`src/rtl/zx_mem_pager_if.sv`:
```
// CPU-side bus bundle between the tv80n core and zx_mem_pager.
// master = CPU (drives address/strobes), slave = pager (returns read data).
interface zx_mem_pager_if;
  logic [15:0] cpu_addr;
  logic [7:0]  cpu_dout;
  logic        n_mreq;
  logic        n_iorq;
  logic        n_wr;
  logic        n_rd;
  logic [7:0]  cpu_din;

  modport master (
    output cpu_addr, cpu_dout, n_mreq, n_iorq, n_wr, n_rd,
    input  cpu_din
  );

  modport slave (
    input  cpu_addr, cpu_dout, n_mreq, n_iorq, n_wr, n_rd,
    output cpu_din
  );
endinterface

```
`src/rtl/zx_mem_pager.sv`:
```
// 128K-style memory/IO pager for the Spectrum core: ROM/RAM paging, ULA port 0xFE latch,
// divided CPU clock enable. Optional ULA contention stall enabled by `define ZX_CONTENTION_EN.
module zx_mem_pager #(
  parameter int RAM_BANKS = 8,
  parameter int ROM_PAGES = 2,
  parameter int CLK_DIV   = 8
) (
  input  logic                              clk,
  input  logic                              reset,
  zx_mem_pager_if.slave                     bus,
  input  logic [7:0]                        rom_data,
  input  logic [7:0]                        ram_data,
  input  logic [4:0]                        key_data,
  input  logic                              ear,
  input  logic                              vid_contend,
  output logic [14+$clog2(ROM_PAGES)-1:0]   rom_addr,
  output logic [14+$clog2(RAM_BANKS)-1:0]   ram_addr,
  output logic                              ram_we,
  output logic                              cpu_ce,
  output logic [2:0]                        border,
  output logic                              beeper,
  output logic                              mic,
  output logic                              scr_bank,
  output logic                              paging_locked
);

  localparam int BANK_W = $clog2(RAM_BANKS);
  localparam int CNT_W  = $clog2(CLK_DIV);
  localparam logic [CNT_W-1:0] CNT_MAX = CNT_W'(CLK_DIV - 1);

  logic [CNT_W-1:0]  ce_cnt;
  logic              stall;
  logic [BANK_W-1:0] bank;
  logic [BANK_W-1:0] ram_bank;
  logic              rom_page;
  logic              ws;
  logic              ws_q;
  logic              ws_rise;
  logic              sel_fe;
  logic              sel_7ffd;
  logic [3:0]        bank_wr;
  logic              io_rd;
  logic              mem_rd;

  assign ws       = !bus.n_iorq && !bus.n_wr;
  assign ws_rise  = ws && !ws_q;
  assign sel_fe   = !bus.cpu_addr[0];
  assign sel_7ffd = !bus.cpu_addr[15] && !bus.cpu_addr[1];
  assign bank_wr  = (RAM_BANKS == 16) ? {bus.cpu_dout[6], bus.cpu_dout[2:0]}
                                      : {1'b0, bus.cpu_dout[2:0]};

  // ws_q resets high so a write strobe still held across reset release is not seen as a new edge.
  always_ff @(posedge clk) begin
    if (reset) begin
      ce_cnt        <= '0;
      ws_q          <= 1'b1;
      bank          <= '0;
      rom_page      <= 1'b0;
      scr_bank      <= 1'b0;
      paging_locked <= 1'b0;
      border        <= '0;
      beeper        <= 1'b0;
      mic           <= 1'b0;
    end else begin
      ws_q <= ws;

      if (stall)
        ce_cnt <= CNT_MAX;
      else if (ce_cnt == CNT_MAX)
        ce_cnt <= '0;
      else
        ce_cnt <= ce_cnt + CNT_W'(1);

      if (ws_rise && sel_fe) begin
        border <= bus.cpu_dout[2:0];
        mic    <= bus.cpu_dout[3];
        beeper <= bus.cpu_dout[4];
      end

      if (ws_rise && sel_7ffd && !paging_locked) begin
        bank          <= bank_wr[BANK_W-1:0];
        scr_bank      <= bus.cpu_dout[3];
        rom_page      <= (ROM_PAGES > 1) ? bus.cpu_dout[4] : 1'b0;
        paging_locked <= bus.cpu_dout[5];
      end
    end
  end

`ifdef ZX_CONTENTION_EN
  logic contended;

  always_comb begin
    contended = 1'b0;
    if (!bus.n_mreq) begin
      if (bus.cpu_addr[15:14] == 2'b01)
        contended = 1'b1;
      else if (bus.cpu_addr[15:14] == 2'b11 && bank[0])
        contended = 1'b1;
    end
    stall = contended && vid_contend;
  end

  logic unused_cfg;
  assign unused_cfg = 1'b0;
`else
  assign stall = 1'b0;

  logic unused_cfg;
  assign unused_cfg = vid_contend;
`endif

  assign cpu_ce = (ce_cnt == CNT_MAX) && !stall;

  always_comb begin
    ram_bank = '0;
    unique case (bus.cpu_addr[15:14])
      2'b01:   ram_bank = BANK_W'(5);
      2'b10:   ram_bank = BANK_W'(2);
      2'b11:   ram_bank = bank;
      default: ram_bank = '0;
    endcase
  end

  assign ram_addr = {ram_bank, bus.cpu_addr[13:0]};
  assign ram_we   = !bus.n_mreq && !bus.n_wr && (bus.cpu_addr[15:14] != 2'b00);

  if (ROM_PAGES > 1) begin : g_rom_paged
    assign rom_addr = {rom_page, bus.cpu_addr[13:0]};
  end else begin : g_rom_flat
    assign rom_addr = bus.cpu_addr[13:0];
  end

  assign io_rd  = !bus.n_iorq && !bus.n_rd;
  assign mem_rd = !bus.n_mreq && !bus.n_rd;

  always_comb begin
    bus.cpu_din = 8'hFF;
    if (io_rd) begin
      if (!bus.cpu_addr[0])
        bus.cpu_din = {1'b1, ear, 1'b1, key_data};
      else
        bus.cpu_din = 8'hFF;
    end else if (mem_rd) begin
      if (bus.cpu_addr[15:14] == 2'b00)
        bus.cpu_din = rom_data;
      else
        bus.cpu_din = ram_data;
    end
  end

  logic unused_bits;
  assign unused_bits = &{1'b0, unused_cfg, bus.cpu_dout[7], bank_wr, rom_page};

endmodule

```
`src/flat_wrapper.sv`:
```
// flat-port wrapper written by rule: the top's interface ports become plain ports
module zx_mem_pager_flat 
#(
  parameter int RAM_BANKS = 8,
  parameter int ROM_PAGES = 2,
  parameter int CLK_DIV   = 8
)
  (clk, reset, rom_data, ram_data, key_data, ear, vid_contend, rom_addr, ram_addr, ram_we, cpu_ce, border, beeper, mic, scr_bank, paging_locked, bus_cpu_addr, bus_cpu_dout, bus_n_mreq, bus_n_iorq, bus_n_wr, bus_n_rd, bus_cpu_din);
  zx_mem_pager_if bus_i ();
  input  logic clk;
  input  logic reset;
  input  logic [7:0] rom_data;
  input  logic [7:0] ram_data;
  input  logic [4:0] key_data;
  input  logic ear;
  input  logic vid_contend;
  output logic [14+$clog2(ROM_PAGES)-1:0] rom_addr;
  output logic [14+$clog2(RAM_BANKS)-1:0] ram_addr;
  output logic ram_we;
  output logic cpu_ce;
  output logic [2:0] border;
  output logic beeper;
  output logic mic;
  output logic scr_bank;
  output logic paging_locked;
  input wire logic [$bits(bus_i.cpu_addr)-1:0] bus_cpu_addr;
  input wire logic [$bits(bus_i.cpu_dout)-1:0] bus_cpu_dout;
  input wire logic [$bits(bus_i.n_mreq)-1:0] bus_n_mreq;
  input wire logic [$bits(bus_i.n_iorq)-1:0] bus_n_iorq;
  input wire logic [$bits(bus_i.n_wr)-1:0] bus_n_wr;
  input wire logic [$bits(bus_i.n_rd)-1:0] bus_n_rd;
  output wire logic [$bits(bus_i.cpu_din)-1:0] bus_cpu_din;
  assign bus_i.cpu_addr = bus_cpu_addr;
  assign bus_i.cpu_dout = bus_cpu_dout;
  assign bus_i.n_mreq = bus_n_mreq;
  assign bus_i.n_iorq = bus_n_iorq;
  assign bus_i.n_wr = bus_n_wr;
  assign bus_i.n_rd = bus_n_rd;
  assign bus_cpu_din = bus_i.cpu_din;
  zx_mem_pager #(.RAM_BANKS(RAM_BANKS), .ROM_PAGES(ROM_PAGES), .CLK_DIV(CLK_DIV)) u_core (.clk(clk), .reset(reset), .bus(bus_i), .rom_data(rom_data), .ram_data(ram_data), .key_data(key_data), .ear(ear), .vid_contend(vid_contend), .rom_addr(rom_addr), .ram_addr(ram_addr), .ram_we(ram_we), .cpu_ce(cpu_ce), .border(border), .beeper(beeper), .mic(mic), .scr_bank(scr_bank), .paging_locked(paging_locked));
endmodule
```
`config.mk`:
```
export PLATFORM = sky130hd
export DESIGN_NAME = zx_mem_pager_flat
export DESIGN_NICKNAME = d
export VERILOG_FILES = /design/src/rtl/zx_mem_pager_if.sv /design/src/rtl/zx_mem_pager.sv /design/src/flat_wrapper.sv
export SDC_FILE = /design/constraint.sdc
export NUM_CORES = 1
export LEC_CHECK = 0
export ABC_AREA = 1
export CORE_MARGIN = 2
export CORE_UTILIZATION = 33
export DETAILED_ROUTE_END_ITERATION = 16
export PLACE_DENSITY = 0.95
export SLEW_MARGIN = 5
export SYNTH_ARGS = -nofsm -noshare
export SYNTH_HDL_FRONTEND = slang
export SYNTH_SLANG_ARGS = --single-unit
```
`constraint.sdc`:
```
create_clock -name clk -period 3.6 [get_ports clk]
set_clock_uncertainty 0.15 [all_clocks]
set_input_delay 0.72 -clock clk [delete_from_list [all_inputs] [get_ports clk]]
set_output_delay 0.72 -clock clk [all_outputs]
set_load 0.01 [all_outputs]
```
==> out/metrics.yaml, run 1 <==
status:
  status: "completed"
layout:
  drive_gt1_share_pct: 7.28
  synthToLayoutAreaGrowth_pct: 44.3
  fin_nets: 262
  fillCellCount: 301
  utilization_pct: 50.8
  diodes: 0
synth:
  ys_seq_elements: 15
  synth_area_um2: 1080
  synth_area_leader_cell: "dfxtp_1"
  seq_area_frac_synth_pct: 27.7
  synth_area_per_cell_um2: 6.37
  netlist_instances: 170
  netlist.area_leader.share_pct: 27.7
  synth_warnings: 0
  ys_types: 21
  synth_nets: 225
  synth_area_leaders: "dfxtp_1, buf_4, nand2_1"
floorplan:
  core_um2: 3080
  initial_core_util_pct: 35.2
  io-pin-count: 102
  dieArea_um2: 3760
  die_h_um: 61.3
  die_w_um: 61.3
  row_count: 20
sta:
  hold_viol: 0
  worstMarginPinSlew_ps: 344
  worst_slack_ps: 366
  fmax_mhz: 309
  slew_violations: 0
  setup_violations: 0
  finalCritPeriodShare_pct: 89.8
  finalSetupTns_ps: 0
  rsz0062_at_grt: "false"
  min_period_ps: 3230
  fin_hold_ws_ps: 272
  slew_headroom_pct: 77.0
pwr:
  p_seq_share_pct: 46.1
  pwr-share-comb_pct: 29.6
  powerDensity_nw_per_um2: 243
  switching_share_pct: 26.1
  leakagePower_nw: 0.705
  p_int_mw: 0.281
  power_frac_clock_pct: 24.3
  ir_drop_mv: 0.186
  finalPower_mw: 0.380
  p_switching_mw: 0.0990
worst_setup_path:
  critPathCaptureType: "primary output"
  crit_type: "primary input to primary output"
  worst-path-max-fanout: 8
  worst_ep_arrival_time_ps: 2360
  critPathLaunchType: "primary input"
  cp.required_ps: 2730
clock_tree:
  cts_buffers: 3
  clkLatencyLatePin_ps: 280
  post-cts-setup-buffer-count: 0
  tritoncts: "yes"
  cts-root-buf: "clkbuf_4"
  clockBufferDepth: 2
  cts-htree-levels: 1
  cts_hold_buf: 0
  clkSinkCount: 15
  path_clk_slew_ps: 80
  cts_resized: 0
placed_design:
  hpwl_mm: 2.08
  port_buffers: 62
  place_congestion: 0.686
  preCtsSetupSlack_ps: 361
route:
  drc_errors: 0
  routed_wl_mm: 2.45
  vias_per_cell: 4.10
  drt_iter0_drc: 26
  antenna_left: 0
  wl_per_cell_um: 9.80
  drtPass1Iterations: 4
  num_vias: 1025
grt:
  overflow: 0
  grt_pass1_vias: 945
  grt_pass1_wl_mm: 3.82
  grt_usage_pct: 13.6
  antenna_found_initial: 0
  grt_start_max_net_pins: 12
flow_run:
  drv_cap: 0
hold_path:
  hold_class: "register to register"
critical path, stage by stage:
cell,delay (ps)
clkdlybuf4s50_1,510
inv_1,100
nor3_4,290
nand3_1,120
o21ai_1,110
inv_1,50
clkdlybuf4s50_1,480
state kept, by name, summed over array words and instances, names as in the netlist:
name	flops
u_core.mic	1
u_core.ce_cnt	3
u_core.rom_page	1
u_core.beeper	1
u_core.scr_bank	1
u_core.paging_locked	1
u_core.bank	3
u_core.ws_q	1
u_core.border	3
synthesized netlist by cell type:
master   instances
a21oi_1          1
nand2_4          1
nor2_2           1
nor2_4           2
buf_2            1
nand3_1          9
nand2_1         38
or2_2            1
buf_4           29
nand2_2          1
dfxtp_1         15
inv_2            2
ha_1             2
inv_1           25
nand3_2          1
inv_4            1
o21ai_0          1
nor2_1          31
nor3_4           1
nor3_1           1
o21ai_1          6
power by group through the flow:
stage	sequential [mW]	clock, mW	combinational (mW)
after detailed placement	0.179	0	0.113
after CTS	0.175	0.0965	0.114
final	0.175	0.0926	0.112
after global routing	0.176	0.105	0.124
after global placement	0.179	0	0.111
after floorplan	0.179	0	0.0713
through the flow:
stage	instances	area, µm²
floorplan	170	1080
finish	250	1560
global route	250	1560
global placement	246	1540
CTS	250	1560
detailed placement	246	1540
path summary, 6_finish.rpt:
kind	cells past startpoint	startpoint	end	slack (ps)
worst max-delay path	7	bus_n_iorq	bus_cpu_din[3]	370
worst min-delay path	1	u_core.ce_cnt[0]	u_core.ce_cnt[0]	270
worst max register to register	4	u_core.ce_cnt[0]	u_core.ce_cnt[1]	2290
worst min register to register	1	u_core.ce_cnt[0]	u_core.ce_cnt[0]	270
area by class of cell:
type | count | area [µm²] | share of cell area, %
multi-input combinational | 97 | 453 | 29.0
sequential | 15 | 300 | 19.2
clock inverter | 1 | 5.00 | 0.320
tap | 44 | 55.1 | 3.52
inverter | 28 | 108 | 6.88
clock buffer | 3 | 22.5 | 1.44
timing repair buffer | 62 | 621 | 39.7
cell families (layout without fill, tap and decap cells):
family                     Yosys count  in the layout  synth area share, %
and+or+nand+nor                     87             87                 35.8
buffers and inverters               58             94                 30.5
DFF                                 15             15                 27.7
AOI/OAI and AO/OA                    8              8                 3.69
adders and majority gates            2              2                 2.31
layout by cell type (no fill, tap or decap), types with 2 or more instances in the layout:
| cell | synthesis | routed |
|---|---|---|
| clkbuf_4 | 0 | 3 |
| clkdlybuf4s50_1 | 0 | 62 |
| dfxtp_1 | 15 | 15 |
| ha_1 | 2 | 2 |
| inv_1 | 25 | 25 |
| inv_2 | 2 | 2 |
| nand2_1 | 38 | 38 |
| nand3_1 | 9 | 9 |
| nor2_1 | 31 | 31 |
| nor2_4 | 2 | 2 |
| o21ai_1 | 6 | 6 |
routing by layer:
layer	global-route usage, %	vias to the layer above	wire length (µm)
met1	15.2	435	944
met2	24.2	36	1290
met5	0	-	0
met4	4.66	0	38
met3	4.41	6	182
li1	-	548	-
(Power assumes the default switching activity.)
==> run 2, diff against run 1 <==
Settings changed: MAX_ROUTING_LAYER from default to met4.
==> out/metrics.yaml, run 2 (same netlist as run 1, synthesis figures left out) <==
clock_tree:
  tritoncts: "yes"
  cts_resized: 0
  post-cts-setup-buffer-count: 0
  clkSinkCount: 15
  clkLatencyLatePin_ps: 280
  cts-htree-levels: 1
  path_clk_slew_ps: 80
  cts_hold_buf: 0
  clockBufferDepth: 2
  cts-root-buf: "clkbuf_4"
  cts_buffers: 3
floorplan:
  initial_core_util_pct: 35.2
  die_w_um: 61.3
  row_count: 20
  io-pin-count: 102
  core_um2: 3080
  dieArea_um2: 3760
  die_h_um: 61.3
route:
  num_vias: 1025
  drc_errors: 0
  wl_per_cell_um: 9.78
  vias_per_cell: 4.10
  antenna_left: 0
  routed_wl_mm: 2.44
  drtPass1Iterations: 4
  drt_iter0_drc: 29
grt:
  grt_pass1_vias: 948
  grt_pass1_wl_mm: 3.82
  grt_usage_pct: 14.0
  grt_start_max_net_pins: 12
  overflow: 0
  antenna_found_initial: 0
layout:
  largestRegisters: "u_core.bank x3, u_core.border x3, u_core.ce_cnt x3"
  final_common_cell: "clkdlybuf4s50_1"
  drive_gt1_share_pct: 7.28
  final_cell_area_um2: 1560
  synthToLayoutAreaGrowth_pct: 44.3
  final_cell_mix: "clkdlybuf4s50_1, nand2_1, nor2_1, inv_1, dfxtp_1"
  diodes: 0
  fin_nets: 262
  fin_cells: 250
worst_setup_path:
  r2r_cells: 4
  worst_r2r_endpoint: "u_core.ce_cnt[1]"
  critPathLaunchType: "primary input"
  worst_ep_arrival_time_ps: 2360
  critPathCaptureType: "primary output"
  worst-path-max-fanout: 8
  cp.required_ps: 2730
  r2r_start: "u_core.ce_cnt[0]"
  rrSetupSlack_ps: 2290
  crit_type: "primary input to primary output"
placed_design:
  post_dp_cell_area_um2: 1540
  place_congestion: 0.693
  hpwl_mm: 2.08
  port_buffers: 62
  placed_cells: 246
sta:
  slew_headroom_pct: 77.0
  fin_hold_ws_ps: 272
  finalCritPeriodShare_pct: 89.8
  worstMarginPinSlew_ps: 344
  min_period_ps: 3230
  slew_violations: 0
  fmax_mhz: 309
  hold_viol: 0
  setup_violations: 0
  rsz0062_at_grt: "false"
  finalSetupTns_ps: 0
pwr:
  powerDensity_nw_per_um2: 243
  leakagePower_nw: 0.705
  finalPower_mw: 0.380
  ir_drop_mv: 0.186
status:
  status: "completed"
hold_path:
  hold_class: "register to register"
  whs_path_depth: 1
  min_from: "u_core.ce_cnt[0]"
  holdPathEnd: "u_core.ce_cnt[0]"
flow_run:
  drv_cap: 0
[run 2: area by class of cell]
type | instances | area, µm²
repair buffers | 62 | 621
fillers | 301 | 1510
multi-input cells | 97 | 453
flip-flops and latches | 15 | 300
clock buffers | 3 | 22.5
clock inverters | 1 | 5.00
well taps | 44 | 55.1
inverters | 28 | 108
[run 2: critical path, cell delays in order]
cell and delay (ps):
clkdlybuf4s50_1 510, inv_1 100, nor3_4 290, nand3_1 120, o21ai_1 110, inv_1 50, clkdlybuf4s50_1 480
[run 2: how the worst max path moves through the flow]
| stage | start | to | slack, ps | cells past startpoint |
|---|---|---|---|---|
| floorplan | bus_cpu_addr[15] | bus_cpu_din[0] | 1470 | 6 |
| global placement | bus_n_iorq | bus_cpu_din[2] | 400 | 7 |
| detailed placement | bus_cpu_addr[15] | bus_cpu_din[3] | 360 | 8 |
| CTS | bus_n_iorq | bus_cpu_din[3] | 360 | 7 |
| global route | bus_cpu_addr[15] | bus_cpu_din[3] | 240 | 8 |
| finish | bus_n_iorq | bus_cpu_din[3] | 370 | 7 |
[run 2: metal layers]
metal	wire length (µm)	share of wire (%)	GRT usage [%]	vias to the layer above
met4	38	1.6	4.66	0
met2	1280	52	24.2	36
met3	180	7.4	4.41	6
met5	0	0	-	-
met1	947	39	15.2	435
li1	-	-	-	548
[run 2: report_power, final]
part           total [mW]  leakage, nW  switching, mW  internal, mW
registers           0.175        0.122        0.00276         0.172
clock network      0.0926       0.0177         0.0514        0.0412
logic               0.112        0.565         0.0449        0.0676
[run 2: metrics by stage]
step | utilization, % | setup WS [ps]
after global routing | 50.8 | 243
after detailed placement | 49.9 | 361
after floorplan | - | 1470
after CTS | 50.8 | 364
final | 50.8 | 366
after global placement | 49.9 | 405
